$ cat config.mk
export PLATFORM = sky130hd
export DESIGN_NAME = fifo_push_arbiter_flat
export DESIGN_NICKNAME = d
export VERILOG_FILES = /design/src/rtl/fifo_push_arbiter_pkg.sv /design/src/rtl/fifo_push_arbiter_if.sv /design/src/rtl/fifo_push_arbiter_rr_pick.sv /design/src/rtl/fifo_push_arbiter.sv /design/src/flat_wrapper.sv
export SDC_FILE = /design/constraint.sdc
export NUM_CORES = 1
export LEC_CHECK = 0
export BUFFER_PORTS_ARGS = -buffer_cell sky130_fd_sc_hd__buf_2
export CORE_ASPECT_RATIO = 0.5
export CORE_UTILIZATION = 33
export CTS_CLUSTER_DIAMETER = 200
export DETAILED_ROUTE_END_ITERATION = 12
export PLACE_DENSITY = 0.79
export SETUP_SLACK_MARGIN = 0.3
export SLEW_MARGIN = 5
export SYNTH_ARGS = -nofsm -noshare
export SYNTH_HDL_FRONTEND = slang
export SYNTH_HIERARCHICAL = 1
export SYNTH_SLANG_ARGS = --single-unit
$ cat constraint.sdc
create_clock -name clk -period 4.97 [get_ports clk]
set_input_delay 0.994 -clock clk [delete_from_list [all_inputs] [get_ports clk]]
set_output_delay 0.994 -clock clk [all_outputs]
set_load 0.03 [all_outputs]
$ cat src/rtl/fifo_push_arbiter_pkg.sv
// ----------------------------------------------------------------------------
// fifo_arb_pkg
// Shared types and helpers for the FIFO push-side round-robin arbiter.
//   state_t  : arbiter FSM state (IDLE / GRANT)
//   bcnt_w() : width of the burst counter for a given MAX_BURST
//   rr_next(): round-robin winner search used by rr_pick
// No ports (package). Optional statistics are enabled in the top-level
// module with the FIFO_ARB_STATS_EN macro.
// ----------------------------------------------------------------------------
package fifo_arb_pkg;

    localparam int MAX_REQ = 16;   // largest supported requester count
    localparam int STAT_W  = 16;   // width of each statistics counter

    typedef enum logic {
        IDLE  = 1'b0,
        GRANT = 1'b1
    } state_t;

    // The burst counter must be able to hold MAX_BURST itself, hence the +1.
    function automatic int bcnt_w(input int max_burst);
        return $clog2(max_burst + 1);
    endfunction

    // Search upward (with wrap) from last+1 for the first set request bit.
    // Only the low n bits of req are meaningful. Returns 0 when nothing is set;
    // callers qualify the result with an "any request" flag.
    function automatic int rr_next(input logic [MAX_REQ-1:0] req,
                                   input logic [3:0]         last,
                                   input int                 n);
        int   win;
        int   idx;
        logic found;
        win   = 0;
        found = 1'b0;
        for (int off = 1; off <= MAX_REQ; off++) begin
            if (!found && (off <= n)) begin
                idx = (int'(last) + off) % n;
                if (req[idx[3:0]]) begin
                    win   = idx;
                    found = 1'b1;
                end
            end
        end
        return win;
    endfunction

endpackage

$ cat src/rtl/fifo_push_arbiter_if.sv
// ----------------------------------------------------------------------------
// fifo_push_arbiter_if
// Bundles the producer handshakes and the FIFO push port of the arbiter.
//   req_valid/req_data/req_ready : per-requester valid/ready channels
//                                  (requester i data at [i*DATA_W +: DATA_W])
//   fifo_full/push_en/fifo_din   : FIFO push side
//   grant/busy                   : one-hot current owner, GRANT-state flag
// Modports: master = producers + FIFO (drive requests and full),
//           slave  = arbiter.
//
// Handshake: a word moves on a clock edge where valid and ready are both high.
// A producer keeps valid and data stable until it sees ready; ready may depend
// combinationally on fifo_full, valid never depends on ready.
// ----------------------------------------------------------------------------
interface fifo_push_arbiter_if #(
    parameter int DATA_W  = 32,
    parameter int NUM_REQ = 4
);
    logic [NUM_REQ-1:0]        req_valid;
    logic [NUM_REQ*DATA_W-1:0] req_data;
    logic [NUM_REQ-1:0]        req_ready;
    logic                      fifo_full;
    logic                      push_en;
    logic [DATA_W-1:0]         fifo_din;
    logic [NUM_REQ-1:0]        grant;
    logic                      busy;

    modport master (
        output req_valid, req_data, fifo_full,
        input  req_ready, push_en, fifo_din, grant, busy
    );

    modport slave (
        input  req_valid, req_data, fifo_full,
        output req_ready, push_en, fifo_din, grant, busy
    );
endinterface

$ cat src/rtl/fifo_push_arbiter_rr_pick.sv
// ----------------------------------------------------------------------------
// rr_pick
// Combinational round-robin priority picker.
//   i_req    : request vector
//   i_last   : index of the previous owner (search starts at i_last+1)
//   o_winner : index of the chosen requester (valid only when o_any)
//   o_any    : at least one request is set
// ----------------------------------------------------------------------------
module rr_pick
    import fifo_arb_pkg::*;
#(
    parameter int NUM_REQ = 4,
    parameter int IDX_W   = $clog2(NUM_REQ)
) (
    input  logic [NUM_REQ-1:0] i_req,
    input  logic [IDX_W-1:0]   i_last,
    output logic [IDX_W-1:0]   o_winner,
    output logic               o_any
);

    logic [MAX_REQ-1:0] w_req_ext;
    logic [3:0]         w_last_ext;

    always_comb begin
        w_req_ext                = '0;
        w_req_ext[NUM_REQ-1:0]   = i_req;
        w_last_ext               = '0;
        w_last_ext[IDX_W-1:0]    = i_last;
    end

    assign o_winner = IDX_W'(rr_next(w_req_ext, w_last_ext, NUM_REQ));
    assign o_any    = |i_req;

endmodule

$ cat src/rtl/fifo_push_arbiter.sv
// ----------------------------------------------------------------------------
// fifo_push_arbiter
// Round-robin, burst-locking arbiter sharing one FIFO push port among
// NUM_REQ producers. An owner keeps the grant for up to MAX_BURST words or
// until it drops valid; a full FIFO stalls the owner without releasing it.
// Every arbitration costs exactly one IDLE bubble cycle.
//   clk, rst      : clock, synchronous active-high reset
//   arb_bus       : fifo_push_arbiter_if.slave (requests, FIFO push, grant)
//   o_dbg_state   : current FSM state
//   o_stat_cnt    : (FIFO_ARB_STATS_EN) per-requester accepted-word counters,
//                   requester i at [i*16 +: 16], saturating
//   o_stall_cnt   : (FIFO_ARB_STATS_EN) GRANT cycles with owner valid while
//                   the FIFO is full, saturating
// Build option: define FIFO_ARB_STATS_EN to add the statistics counters.
// ----------------------------------------------------------------------------
module fifo_push_arbiter
    import fifo_arb_pkg::*;
#(
    parameter int DATA_W    = 32,
    parameter int NUM_REQ   = 4,
    parameter int MAX_BURST = 4
) (
    input  logic                      clk,
    input  logic                      rst,
    fifo_push_arbiter_if.slave        arb_bus,
`ifdef FIFO_ARB_STATS_EN
    output logic [NUM_REQ*STAT_W-1:0] o_stat_cnt,
    output logic [STAT_W-1:0]         o_stall_cnt,
`endif
    output state_t                    o_dbg_state
);

    localparam int IDX_W  = $clog2(NUM_REQ);
    localparam int BCNT_W = bcnt_w(MAX_BURST);

    state_t             r_state;
    logic [IDX_W-1:0]   r_owner;
    logic [IDX_W-1:0]   r_last_owner;
    logic [BCNT_W-1:0]  r_burst_cnt;

    logic [IDX_W-1:0]   w_winner;
    logic               w_any;
    logic               w_owner_valid;
    logic               w_xfer;
    logic               w_last_word;
    logic [NUM_REQ-1:0] w_grant;
    logic [NUM_REQ-1:0] w_ready;
    logic [DATA_W-1:0]  w_din;

    rr_pick #(
        .NUM_REQ (NUM_REQ),
        .IDX_W   (IDX_W)
    ) u_rr_pick (
        .i_req    (arb_bus.req_valid),
        .i_last   (r_last_owner),
        .o_winner (w_winner),
        .o_any    (w_any)
    );

    assign w_owner_valid = arb_bus.req_valid[r_owner];
    assign w_xfer        = (r_state == GRANT) && w_owner_valid && !arb_bus.fifo_full;
    assign w_last_word   = (r_burst_cnt == BCNT_W'(MAX_BURST - 1));

    always_ff @(posedge clk) begin
        if (rst) begin
            r_state      <= IDLE;
            r_owner      <= '0;
            r_last_owner <= IDX_W'(NUM_REQ - 1);  // requester 0 wins first
            r_burst_cnt  <= '0;
        end else begin
            case (r_state)
                IDLE: begin
                    if (w_any) begin
                        r_owner     <= w_winner;
                        r_burst_cnt <= '0;
                        r_state     <= GRANT;
                    end
                end
                GRANT: begin
                    if (!w_owner_valid) begin
                        // Owner withdrew: nothing was transferred, release.
                        r_state      <= IDLE;
                        r_last_owner <= r_owner;
                    end else if (w_xfer) begin
                        if (r_burst_cnt != BCNT_W'(MAX_BURST))
                            r_burst_cnt <= r_burst_cnt + BCNT_W'(1);
                        if (w_last_word) begin
                            r_state      <= IDLE;
                            r_last_owner <= r_owner;
                        end
                    end
                    // Owner valid but FIFO full: hold everything.
                end
                default: r_state <= IDLE;
            endcase
        end
    end

    // Outputs decode the registered owner/state; ready follows fifo_full
    // combinationally so a stalled owner sees ready drop in the same cycle.
    always_comb begin
        w_grant = '0;
        w_ready = '0;
        w_din   = '0;
        if (r_state == GRANT) begin
            w_grant[r_owner] = 1'b1;
            w_ready[r_owner] = !arb_bus.fifo_full;
            w_din            = arb_bus.req_data[int'(r_owner)*DATA_W +: DATA_W];
        end
    end

    assign arb_bus.grant     = w_grant;
    assign arb_bus.req_ready = w_ready;
    assign arb_bus.fifo_din  = w_din;
    assign arb_bus.push_en   = w_xfer;
    assign arb_bus.busy      = (r_state == GRANT);
    assign o_dbg_state       = r_state;

`ifdef FIFO_ARB_STATS_EN
    logic [NUM_REQ-1:0][STAT_W-1:0] r_stat_cnt;
    logic [STAT_W-1:0]              r_stall_cnt;

    always_ff @(posedge clk) begin
        if (rst) begin
            r_stat_cnt  <= '0;
            r_stall_cnt <= '0;
        end else begin
            if (w_xfer && (r_stat_cnt[r_owner] != {STAT_W{1'b1}}))
                r_stat_cnt[r_owner] <= r_stat_cnt[r_owner] + STAT_W'(1);
            if ((r_state == GRANT) && w_owner_valid && arb_bus.fifo_full &&
                (r_stall_cnt != {STAT_W{1'b1}}))
                r_stall_cnt <= r_stall_cnt + STAT_W'(1);
        end
    end

    assign o_stat_cnt  = r_stat_cnt;
    assign o_stall_cnt = r_stall_cnt;
`endif

endmodule

$ cat src/flat_wrapper.sv
// flat-port wrapper written by rule: the top's interface ports become plain ports
module fifo_push_arbiter_flat import fifo_arb_pkg::*;
#(
    parameter int DATA_W    = 32,
    parameter int NUM_REQ   = 4,
    parameter int MAX_BURST = 4
)
  (clk, rst, o_dbg_state, arb_bus_req_valid, arb_bus_req_data, arb_bus_fifo_full, arb_bus_req_ready, arb_bus_push_en, arb_bus_fifo_din, arb_bus_grant, arb_bus_busy);
  fifo_push_arbiter_if #(.DATA_W(DATA_W), .NUM_REQ(NUM_REQ)) arb_bus_i ();
  input  logic clk;
  input  logic rst;
  output state_t o_dbg_state;
  input wire logic [$bits(arb_bus_i.req_valid)-1:0] arb_bus_req_valid;
  input wire logic [$bits(arb_bus_i.req_data)-1:0] arb_bus_req_data;
  input wire logic [$bits(arb_bus_i.fifo_full)-1:0] arb_bus_fifo_full;
  output wire logic [$bits(arb_bus_i.req_ready)-1:0] arb_bus_req_ready;
  output wire logic [$bits(arb_bus_i.push_en)-1:0] arb_bus_push_en;
  output wire logic [$bits(arb_bus_i.fifo_din)-1:0] arb_bus_fifo_din;
  output wire logic [$bits(arb_bus_i.grant)-1:0] arb_bus_grant;
  output wire logic [$bits(arb_bus_i.busy)-1:0] arb_bus_busy;
  assign arb_bus_i.req_valid = arb_bus_req_valid;
  assign arb_bus_i.req_data = arb_bus_req_data;
  assign arb_bus_i.fifo_full = arb_bus_fifo_full;
  assign arb_bus_req_ready = arb_bus_i.req_ready;
  assign arb_bus_push_en = arb_bus_i.push_en;
  assign arb_bus_fifo_din = arb_bus_i.fifo_din;
  assign arb_bus_grant = arb_bus_i.grant;
  assign arb_bus_busy = arb_bus_i.busy;
  fifo_push_arbiter #(.DATA_W(DATA_W), .NUM_REQ(NUM_REQ), .MAX_BURST(MAX_BURST)) u_core (.clk(clk), .rst(rst), .arb_bus(arb_bus_i), .o_dbg_state(o_dbg_state));
endmodule
# Word-level counts from Yosys, hierarchy flattened
# Cells that the tools add are included.
[op_classes]
eq_ne = 8
shift = 1
muxes = 40
n_reduce_logical = 12
n_addsub = 5
div = 0
bitwise_logic = 6
order_cmp = 6
n_mul = 0
[op_table]
columns = ["op", "count"]
rows = [
  ["128-bit by 8-bit indexed part select with 32-bit output", 1],
  ["32-bit two-way mux", 1],
  ["4-bit by 5-bit < comparator with 1-bit output, second input constant", 4],
  ["2-bit two-way mux", 10],
  ["1-bit two-way mux", 15],
  ["1-bit binary-select mux with 3-bit select", 4],
  ["3-bit two-way mux", 4],
  ["2-bit inequality test, second input constant", 6],
  ["4-bit two-way mux", 2],
  ["2-bit OR reduction", 4],
  ["3-bit one-hot mux with 2 select lines", 1],
  ["2-bit by 1-bit adder with 2-bit output, second input constant", 2],
  ["2-bit adder, second input constant", 2],
  ["1-bit bitwise AND, first input constant", 4],
  ["4-bit bitwise AND", 1],
  ["4-bit AND reduction", 1],
  ["4-bit OR reduction", 1],
  ["3-bit by 1-bit adder with 3-bit output, second input constant", 1],
  ["3-bit by 2-bit equality test with 1-bit output, second input constant", 1],
  ["1-bit logical AND", 3],
  ["2-bit by 3-bit < comparator with 1-bit output, second input constant", 1],
  ["3-bit inequality test, second input constant", 1],
  ["3-bit AND reduction", 1],
  ["1-bit binary-select mux with 2-bit select", 1],
  ["6 further kinds", 6],
]
[word_totals]
romBits = 0
mem_count = 0
elab_cells = 82
ram_bits = 0
latch_bits = 0
register_bits = 8
in_bits = 135
output_inout_bits = 43

# Logic depth before layout (Yosys ltp)
[logic_depth]
word_depth = 12
mapped_depth = 6
mapped_depth_nobuf = 6

# Cells and area by module
# Netlist, hierarchy kept.
[by_module_without_submodules]
columns = ["mod", "cells_each", "seq_area_each_um2", "n_inst", "area_per_inst_um2"]
rows = [
  ["fifo_push_arbiter", 138, 160.2, 1, 1490.2],
  ["rr_pick", 14, 0.0, 1, 91.3],
]

# Worst setup path after synthesis
# OpenSTA, ideal clock, no wires.
[synth_path]
path_kind = "in2out"
startpoint = "input port arb_bus_fifo_full"
endpoint = "output port arb_bus_req_ready[0]"
setup_slack_ps = 2186
arrival_ps = 1790
path_buffers = 0
path_stages = 2
required_time_ps = 3976
cell_sequence = "or3b_1 > nor2_1"
[synth_via]
elab_chain_len = 3
[synth_rtl]
columns = ["item", "line_no", "rtl"]
rows = [
  ["start: declaration", "flat_wrapper.sv:15", "input wire logic [$bits(arb_bus_i.fifo_full)-1:0] arb_bus_fifo_full;"],
  ["1-bit logical NOT", "fifo_push_arbiter.sv:107", "w_ready[r_owner] = !arb_bus.fifo_full;"],
  ["4-bit bitwise AND (no source line)", "n/a", ""],
  ["4-bit two-way mux", "fifo_push_arbiter.sv:105", "if (r_state == GRANT) begin"],
  ["end: declaration", "flat_wrapper.sv:16", "output wire logic [$bits(arb_bus_i.req_ready)-1:0] arb_bus_req_ready;"],
]
# No other way between the ends.

# Worst setup path in the final report
[layout_path]
startpoint = "register u_core.r_owner[1]"
endpoint = "output port arb_bus_push_en"
[layout_via]
elab_chain_len = 4
[layout_rtl]
columns = ["item", "line_no", "rtl"]
rows = [
  ["start: declaration", "fifo_push_arbiter.sv:37", "logic [IDX_W-1:0] r_owner;"],
  ["start signal: assignment", "fifo_push_arbiter.sv:74", "r_owner <= w_winner;"],
  ["1-bit binary-select mux with 2-bit select", "fifo_push_arbiter.sv:60", "assign w_owner_valid = arb_bus.req_valid[r_owner];"],
  ["1-bit two-way mux (implied by the code)", "fifo_push_arbiter.sv:60", ""],
  ["1-bit logical AND (2 in a row)", "fifo_push_arbiter.sv:61", "assign w_xfer = (r_state == GRANT) && w_owner_valid && !arb_bus.fifo_full;"],
  ["end: declaration", "flat_wrapper.sv:17", "output wire logic [$bits(arb_bus_i.push_en)-1:0] arb_bus_push_en;"],
]
# No other way between the ends. The select of a mux whose other input is x is not followed.

==> run metrics <==
die area=0.00509 mm2; GPL Wtd Cong=0.827; CTS tree=built; overall routing resource usage=0.216; Total Neg Setup Slack=0 ns; fin crit period=3.39 ns; clk_lat worst skew=0.23 ns; n_diodes=0; ys async rst share=0; VDD IR max=0.127 mV; mapped cell area=0.00158 mm2; share of cells above drive strength 1=0.694; initial antenna violation count=0; Most Crowded Layer GR=met2; met1 Use GR=0.265; Die Wd=99.9 um; setup violators final=0; Tot Pwr=475 uW; Rel. slew slack=0.445; pwr dens=188 mW/mm2; top_reg_cell synth=dfxtp_1; crit path kind=reg -> out; largest area contributor in the netlist=mux4_2; post-CTS sizing=0; drt via density=4.89; post-synth cell types=30; Critical Path End Type=primary output; Top delay family on crit path=flip-flops; YS warnings=6; slowest library cell on the worst path=dfxtp_1; Die Y=51.0 um; DRC errors left=0; met2 GRT Util=0.411; CTS Hold Bufs=0; first drt pass iteration count=4; DRT Wirelength=5640 um; clock skew=0.00342 ns; Slowest Stage Delay on Critical Path=0.85 ns; Post-synth EDFFs=0; crit-path cells=buf_4 -> mux2i_1 -> o32a_1 -> inv_2 -> buf_2; fin nets=460; number of global-route vias before repair=1938; CP max FO=23; Routed Antenna Nets=0; Hold Vio Cnt, Final=0; first-pass GRT wire length=8730 um; GR met3 Demand/Resource=0.0260; Post-Syn Instances=152; I/O pins=178; critical path buffer and inverter count=3; area grow syn2layout=60.2%; Remaining Overflow, GRT=0; Detailed Place HPWL=4820 um; clock buffer count from CTS=3; crit start category=flop; Yosys top cell area share=0.456; via count=1888; largest net degree at the start of global routing=39; Post CTS Setup Buffer Count=0; sequential share of the synthesized area=0.101; Max Root-Sink Buffers=2; Max Cap Viol=0; Hold Crit Class=reg -> reg; Crit path required time=3.98 ns; Clock Tree Root=clkbuf_8; final clock period utilization by the worst path=0.681; final core utilization=0.562; htree depth=1; fmax=295 MHz; CTS clk-pin slew, worst paths=0.04 ns; initial core utilization=0.351; outcome=finished clean; Post-synth top cells=and2_1 (32), mux4_2 (32), nor2_1 (16); register bit count reported by yosys=8; arrival time at the worst endpoint=2.39 ns; P_leak=0.00129 uW; ranking of synthesized cells by area=mux4_2 (46%), and2_1 (13%), dfxtp_1 (10%); PortBufs=177; DR WL/cell=14.6 um; Slew @ Worst Pin=0.831 ns; pins over their slew limit=0; row count=17; clk sink count=8; total core area=0.00451 mm2; Iter 0 DRT Violations=68; RSZ-0062 raised after global routing=false; Synth Area per Inst=10.4 um2; syn nets=290
==> power by group <==
| group | switching [uW] | internal [uW] | total (uW) | leakage [uW] |
|---|---|---|---|---|
| Combinational | 157 | 152 | 309 | 0.00120 |
| Clock | 25.1 | 52.4 | 77.5 | 0.0000216 |
| Sequential | 18.6 | 70.0 | 88.6 | 0.0000660 |
| Total | 201 | 274 | 475 | 0.00129 |
==> area by class of cell <==
type | count | area [um2]
Fill cell | 405 | 1980
Multi-Input combinational cell | 122 | 1310
Timing Repair Buffer | 180 | 908
Sequential cell | 8 | 161
Tap cell | 66 | 82.6
Clock buffer | 3 | 41.3
Inverter | 7 | 26.3
==> worst min-delay path, stage by stage (launching register included) <==
cell and delay (ns):
dfxtp_1 0.31, o211ai_1 0.11, o41ai_2 0.08
==> placed cells by master (no fill, tap or decap), types with 2 or more instances in the layout <==
cell	n
buf_2	177
mux4_2	32
and2_1	32
nor2_1	16
mux2i_1	7
dfxtp_1	7
inv_1	6
nor3_1	4
a21oi_1	4
clkbuf_8	3
buf_4	3
nor3b_1	3
ha_1	3
nand2b_1	3
nor2b_1	2
nand2_1	2
nand3_1	2
o21ai_0	2
==> logic make-up (layout without fill, tap and decap cells) <==
family,after synthesis,in the layout,share of synthesized area
fa+ha+maj,3,3,0.0237
buf+inv,22,190,0.0680
compound gates,12,12,0.0593
mux,39,39,0.500
flops,8,8,0.101
simple gates,68,68,0.248
==> routing by layer <==
layer / vias up / part of all wire
met3: 7 / 0.034
li1: 909 / -
met5: - / 0
met1: 923 / 0.41
met2: 49 / 0.54
met4: 0 / 0.0082
==> worst paths after layout <==
kind / startpoint / to / slack, ns / cells past startpoint
worst max register to register: u_core/r_owner[1] / u_core/r_last_owner[0] / 2.64 / 5
worst min-delay path: u_core/r_burst_cnt[2] / u_core/r_burst_cnt[2] / 0.55 / 2
worst max-delay path: u_core/r_owner[1] / arb_bus_push_en / 1.58 / 5
worst min register to register: u_core/r_burst_cnt[2] / u_core/r_burst_cnt[2] / 0.55 / 2
==> per-stage QoR <==
stage	hold WS, ns	instance area (um2)	worst slack (ns)	cells
2_1_floorplan	0.494	1580	2.19	152
3_3_place_gp	0.515	2490	1.89	383
3_5_place_dp	0.536	2490	1.82	383
4_1_cts	0.542	2530	1.56	386
5_1_grt	0.613	2530	1.38	386
6_report	0.549	2530	1.58	386
==> registers in the layout (all words and copies together), names as in the netlist <==
register             cells
u_core/r_last_owner      2
u_core/r_owner           2
u_core/r_burst_cnt       3
u_core/arb_bus.busy      1
Note: power is estimated with default switching activity, not from simulation.
